### src/rtl/pio_debounce_irq.sv
// pio_debounce_irq: Avalon-MM parallel I/O with synchronised, debounced inputs,
// edge capture, a maskable level interrupt and an output register with set/clear.
// Ports:
//   clk_clk, reset_reset_n      clock, asynchronous active-low reset
//   avs_address/read/write      Avalon-MM slave, word addressed (8 registers)
//   avs_writedata/readdata      32-bit data; readdata registered, zero wait states
//   in_export                   asynchronous input pins
//   out_export                  output register
//   irq                         |(EDGE_CAP & IRQ_MASK), active-high level
module pio_debounce_irq #(
    parameter int IN_WIDTH     = 4,
    parameter int OUT_WIDTH    = 10,
    parameter int EDGE_TYPE    = 0,
    parameter int DB_TICKS     = 4,
    parameter int DB_DIV_RESET = 50000,
    parameter int OUT_RESET    = 0
) (
    input  logic                 clk_clk,
    input  logic                 reset_reset_n,
    input  logic [2:0]           avs_address,
    input  logic                 avs_read,
    input  logic                 avs_write,
    input  logic [31:0]          avs_writedata,
    output logic [31:0]          avs_readdata,
    input  logic [IN_WIDTH-1:0]  in_export,
    output logic [OUT_WIDTH-1:0] out_export,
    output logic                 irq
);
    localparam logic [3:0] DB_LAST = 4'(DB_TICKS - 1);

    logic [IN_WIDTH-1:0]       sync1_q, sync2_q, db_q, db_d, dly_q, cap_q, cap_d, mask_q, mask_d;
    logic [IN_WIDTH-1:0]       rise, fall, edges;
    logic [IN_WIDTH-1:0][3:0]  agree_q, agree_d;
    logic [OUT_WIDTH-1:0]      out_q, out_d;
    logic [15:0]               div_q, div_d, tcnt_q, tcnt_d;
    logic [31:0]               rdata_q, rdata_d, rmux;
    logic                      tick, we_out, we_mask, we_cap, we_set, we_clr, we_div;

    always_comb begin
        we_out  = avs_write && avs_address == 3'd1;
        we_mask = avs_write && avs_address == 3'd2;
        we_cap  = avs_write && avs_address == 3'd3;
        we_set  = avs_write && avs_address == 3'd4;
        we_clr  = avs_write && avs_address == 3'd5;
        we_div  = avs_write && avs_address == 3'd6;
        // Tick on wrap of 0..DB_DIV; a divider write restarts the count.
        tick    = tcnt_q == div_q;
        tcnt_d  = (we_div || tick) ? 16'd0 : tcnt_q + 16'd1;
        div_d   = we_div ? 16'(avs_writedata) : div_q;
        mask_d  = we_mask ? IN_WIDTH'(avs_writedata) : mask_q;
        out_d   = we_out ? OUT_WIDTH'(avs_writedata) :
                  we_set ? out_q | OUT_WIDTH'(avs_writedata) :
                  we_clr ? out_q & ~OUT_WIDTH'(avs_writedata) : out_q;
        agree_d = agree_q;
        db_d    = db_q;
        for (int i = 0; i < IN_WIDTH; i++) begin
            if (tick) begin
                if (sync2_q[i] != db_q[i]) begin
                    if (agree_q[i] == DB_LAST) begin
                        db_d[i]    = sync2_q[i];
                        agree_d[i] = 4'd0;
                    end else begin
                        agree_d[i] = agree_q[i] + 4'd1;
                    end
                end else begin
                    agree_d[i] = 4'd0;
                end
            end
        end
        rise    = db_q & ~dly_q;
        fall    = ~db_q & dly_q;
        edges   = EDGE_TYPE == 0 ? rise : EDGE_TYPE == 1 ? fall : rise | fall;
        // New edges are OR-ed after the clear so a simultaneous edge wins.
        cap_d   = (cap_q & ~(we_cap ? IN_WIDTH'(avs_writedata) : '0)) | edges;
        case (avs_address)
            3'd0:    rmux = 32'(db_q);
            3'd1:    rmux = 32'(out_q);
            3'd2:    rmux = 32'(mask_q);
            3'd3:    rmux = 32'(cap_q);
            3'd6:    rmux = 32'(div_q);
            default: rmux = 32'd0;
        endcase
        rdata_d = avs_read ? rmux : rdata_q;
    end

    always_ff @(posedge clk_clk or negedge reset_reset_n) begin
        if (!reset_reset_n) begin
            sync1_q <= '0;
            sync2_q <= '0;
            db_q    <= '0;
            dly_q   <= '0;
            cap_q   <= '0;
            mask_q  <= '0;
            agree_q <= '0;
            out_q   <= OUT_WIDTH'(OUT_RESET);
            div_q   <= 16'(DB_DIV_RESET);
            tcnt_q  <= '0;
            rdata_q <= '0;
        end else begin
            sync1_q <= in_export;
            sync2_q <= sync1_q;
            db_q    <= db_d;
            dly_q   <= db_q;
            cap_q   <= cap_d;
            mask_q  <= mask_d;
            agree_q <= agree_d;
            out_q   <= out_d;
            div_q   <= div_d;
            tcnt_q  <= tcnt_d;
            rdata_q <= rdata_d;
        end
    end

    assign avs_readdata = rdata_q;
    assign out_export   = out_q;
    assign irq          = |(cap_q & mask_q);
endmodule

### config.mk
export PLATFORM = sky130hd
export DESIGN_NAME = pio_debounce_irq
export DESIGN_NICKNAME = d
export VERILOG_FILES = /design/src/rtl/pio_debounce_irq.sv
export SDC_FILE = /design/constraint.sdc
export NUM_CORES = 1
export LEC_CHECK = 0
export BUFFER_PORTS_ARGS = -buffer_cell sky130_fd_sc_hd__buf_4
export CAP_MARGIN = 20
export CORE_AREA = 2 2 95 97
export DETAILED_ROUTE_END_ITERATION = 8
export DIE_AREA = 0 0 97 99
export GPL_TIMING_DRIVEN = 0
export PLACE_DENSITY = 0.87
export REMOVE_ABC_BUFFERS = 1
export SYNTH_ARGS = -nofsm -noshare
export SYNTH_HDL_FRONTEND = slang
export SYNTH_SLANG_ARGS = --single-unit
### constraint.sdc
create_clock -name clk_clk -period 2 [get_ports clk_clk]
set_input_delay 0.4 -clock clk_clk [delete_from_list [all_inputs] [get_ports clk_clk]]
set_output_delay 0.4 -clock clk_clk [all_outputs]
set_load 0.03 [all_outputs]
==> metrics <==
status=finished clean; P_leak=2.45 nW; fin cells=583; layout cell share with drive strength beyond 1=0.280; synthesized area=4580 sq um; fin area=5390 sq um; I/O Buffers=53; Critical Path RT=2260 ps; dpl cell area=5040 sq um; final hold vios=0; Iter 0 DRT Violations=134; worst vdd ir=0.000621 V; CTS tree=built; CP Cell Sequence=xor2_1, nor4_1, nand4_1, buf_6, buf_8, and2b_1, mux2_4; Total Routing Usage GR=0.211; largest net degree at the start of global routing=56; Layout area overhead=17.6%; router iterations before antenna repair=4; final worst setup slack=27.6 ps; IO Count=86; Max clock buf depth=2; critical path class=reg2reg; #FFs+latches synth=98; antenna violations before repair=0; period utilization=0.986; Worst path slowest cell=dfrtp_1; PwrDens=886 nW/um^2; worst path arrival time=2230 ps; register area share after synthesis=0.537; skew final=10.6 ps; Max-Cap Viols=0; Placement Rows=34; synth unique cells=39; Setup crit end kind=flop; Hold WC Path Type=in2async; Die Ht=99 microns; Starting Density=0.536; Final Hold Slack=22.4 ps; core area=8550 sq um; CTS clk-pin slew, worst paths=90 ps; RSZ-0062 raised after global routing=yes; Avg Vias per Cell=5.58; Nets=518; diode count=0; worst-skew pair later-pin latency=370 ps; first-pass GRT wire length=16.2 mm; CP startpoint kind=flop; Avg Cell Area, Syn=11.1 sq um; biggest cell delay along the critical path=460 ps; Final Max Slew Viols=0; Worst Tran Pin Value=845 ps; Placed Cells=560; WL final=9.88 mm; DP Worst Slack=-820 ps; Setup Viol. Count Final=0; vias in the first global route=3279; CTS Sinks=98; DP HPWL=6.84 mm; antenna-violating nets left=0; Cells after Synth=411; Die Span X=97 microns; area of the die=9600 sq um; Syn. warnings=0; wire per inst=16.9 microns; RePlAce Congestion=0.877; residual DRC count=0; clock root cell=clkbuf_8; fin util=0.630; gr ovfl total=0; # H-tree levels=3; min Tclk post-route=1970 ps; worst-path maximum fanout=9; most common cell after layout, fill and taps aside=dfrtp_1; commonest cells after routing, fill and taps aside=90 x dfrtp_1, 58 x buf_4, 40 x nor2_1; Worst slew margin=0.434; FMAX=507 MHz; Via Count=3255; CTS buffer count=9
## routing by layer
| metal | vias to the layer above | wire, microns | track usage |
|---|---|---|---|
| met5 | - | 0 | 0 |
| met4 | 0 | 74 | 0.0520 |
| met3 | 7 | 557 | 0.0546 |
| met2 | 103 | 5090 | 0.368 |
| met1 | 1625 | 4160 | 0.267 |
| li1 | 1520 | - | - |
## cell usage after synthesis
library cell | count | area [sq um]
nand3b_1 | 4 | 30.0
nor3b_2 | 1 | 12.5
buf_2 | 5 | 25.0
nand3_1 | 16 | 80.1
inv_1 | 10 | 37.5
buf_1 | 1 | 3.75
nand2_1 | 21 | 78.8
mux2_1 | 2 | 22.5
nand4_1 | 3 | 18.8
a211oi_1 | 10 | 75.1
ha_1 | 5 | 62.6
buf_4 | 16 | 120
nor3b_1 | 7 | 52.6
mux4_2 | 4 | 90.1
nor4_1 | 4 | 25.0
and4bb_2 | 1 | 12.5
and4_1 | 3 | 26.3
clkbuf_1 | 8 | 30.0
xor2_1 | 24 | 210
dfrtp_1 | 92 | 2300
conb_1 | 1 | 3.75
a22o_1 | 4 | 35.0
nor2_2 | 1 | 6.26
or2_4 | 4 | 35.0
dfstp_2 | 6 | 158
and2b_1 | 2 | 15.0
nand2b_1 | 4 | 25.0
o21ai_0 | 10 | 50.1
a22oi_1 | 8 | 60.1
and3_1 | 5 | 31.3
mux2_2 | 22 | 248
nor2_1 | 40 | 150
or3_1 | 1 | 6.26
nor3_1 | 1 | 5.00
nor2b_1 | 11 | 68.8
o31ai_2 | 8 | 100
o21ai_1 | 12 | 60.1
a21oi_1 | 24 | 120
xnor2_1 | 10 | 87.6
## worst paths after layout
path / start / to / slack, ps / cells after the start
max: tcnt_q[0]$_DFF_PN0_ / db_q[3]$_DFFE_PN0P_ / 30 / 7
min: reset_reset_n / avs_readdata[13]$_DFFE_PN0P_ / 20 / 1
max reg2reg: tcnt_q[0]$_DFF_PN0_ / db_q[3]$_DFFE_PN0P_ / 30 / 7
min reg2reg: sync1_q[3]$_DFF_PN0_ / sync2_q[3]$_DFF_PN0_ / 350 / 0
max in group asynchronous: reset_reset_n / div_q[14]$_DFFE_PN1P_ / 1290 / 2
min in group clk_clk: in_export[3] / sync1_q[3]$_DFF_PN0_ / 140 / 1
## timing repair
item	in CTS	in global routing
buffers inserted	6	0
resized for setup	6	11
endpoints found under the setup margin	52	29
pin swaps	3	7
hold buffers	0	0
endpoints found under the hold margin	0	0
## cell type report
cell class,count,area (sq um)
Tap cell,108,135
Multi-Input combinational cell,288,2030
Sequential cell,98,2460
Clock buffer,12,165
Inverter,10,37.5
Fill cell,641,3160
Timing Repair Buffer,63,508
Clock inverter,4,48.8
## through the flow
stage / total power, mW / TNS (ps)
floorplan: 3.05 / -7760
global placement: 3.35 / -38630
detailed placement: 3.42 / -28070
CTS: 4.76 / -13.3
global route: 4.99 / -662
finish: 4.77 / 0
## critical path: cells and delay by family, from the launching register on
kind / cells / cell delay, ps
and+or+nand+nor: 3 / 630
DFF: 1 / 460
muxes: 1 / 300
buffers and inverters: 2 / 290
xor gates and xnor gates: 1 / 180
## cells by family (layout without fill, tap and decap cells)
group / count (synthesis) / count (layout) / synth area share
buffers and inverters: 40 / 89 / 0.0473
AOI/OAI and AO/OA: 76 / 76 / 0.109
other: 1 / 16 / 0.000819
adders and majority gates: 5 / 5 / 0.0137
and+or+nand+nor: 129 / 129 / 0.148
DFF: 98 / 98 / 0.537
muxes: 28 / 28 / 0.0787
xor gates and xnor gates: 34 / 34 / 0.0650
## power by group
group	total [mW]	switching, mW	internal [mW]	leakage, nW
clock	1.35	0.669	0.679	0.112
sequential	2.52	0.272	2.24	1.26
combinational	0.910	0.506	0.404	1.08
Power figures use the tool's default switching activity.
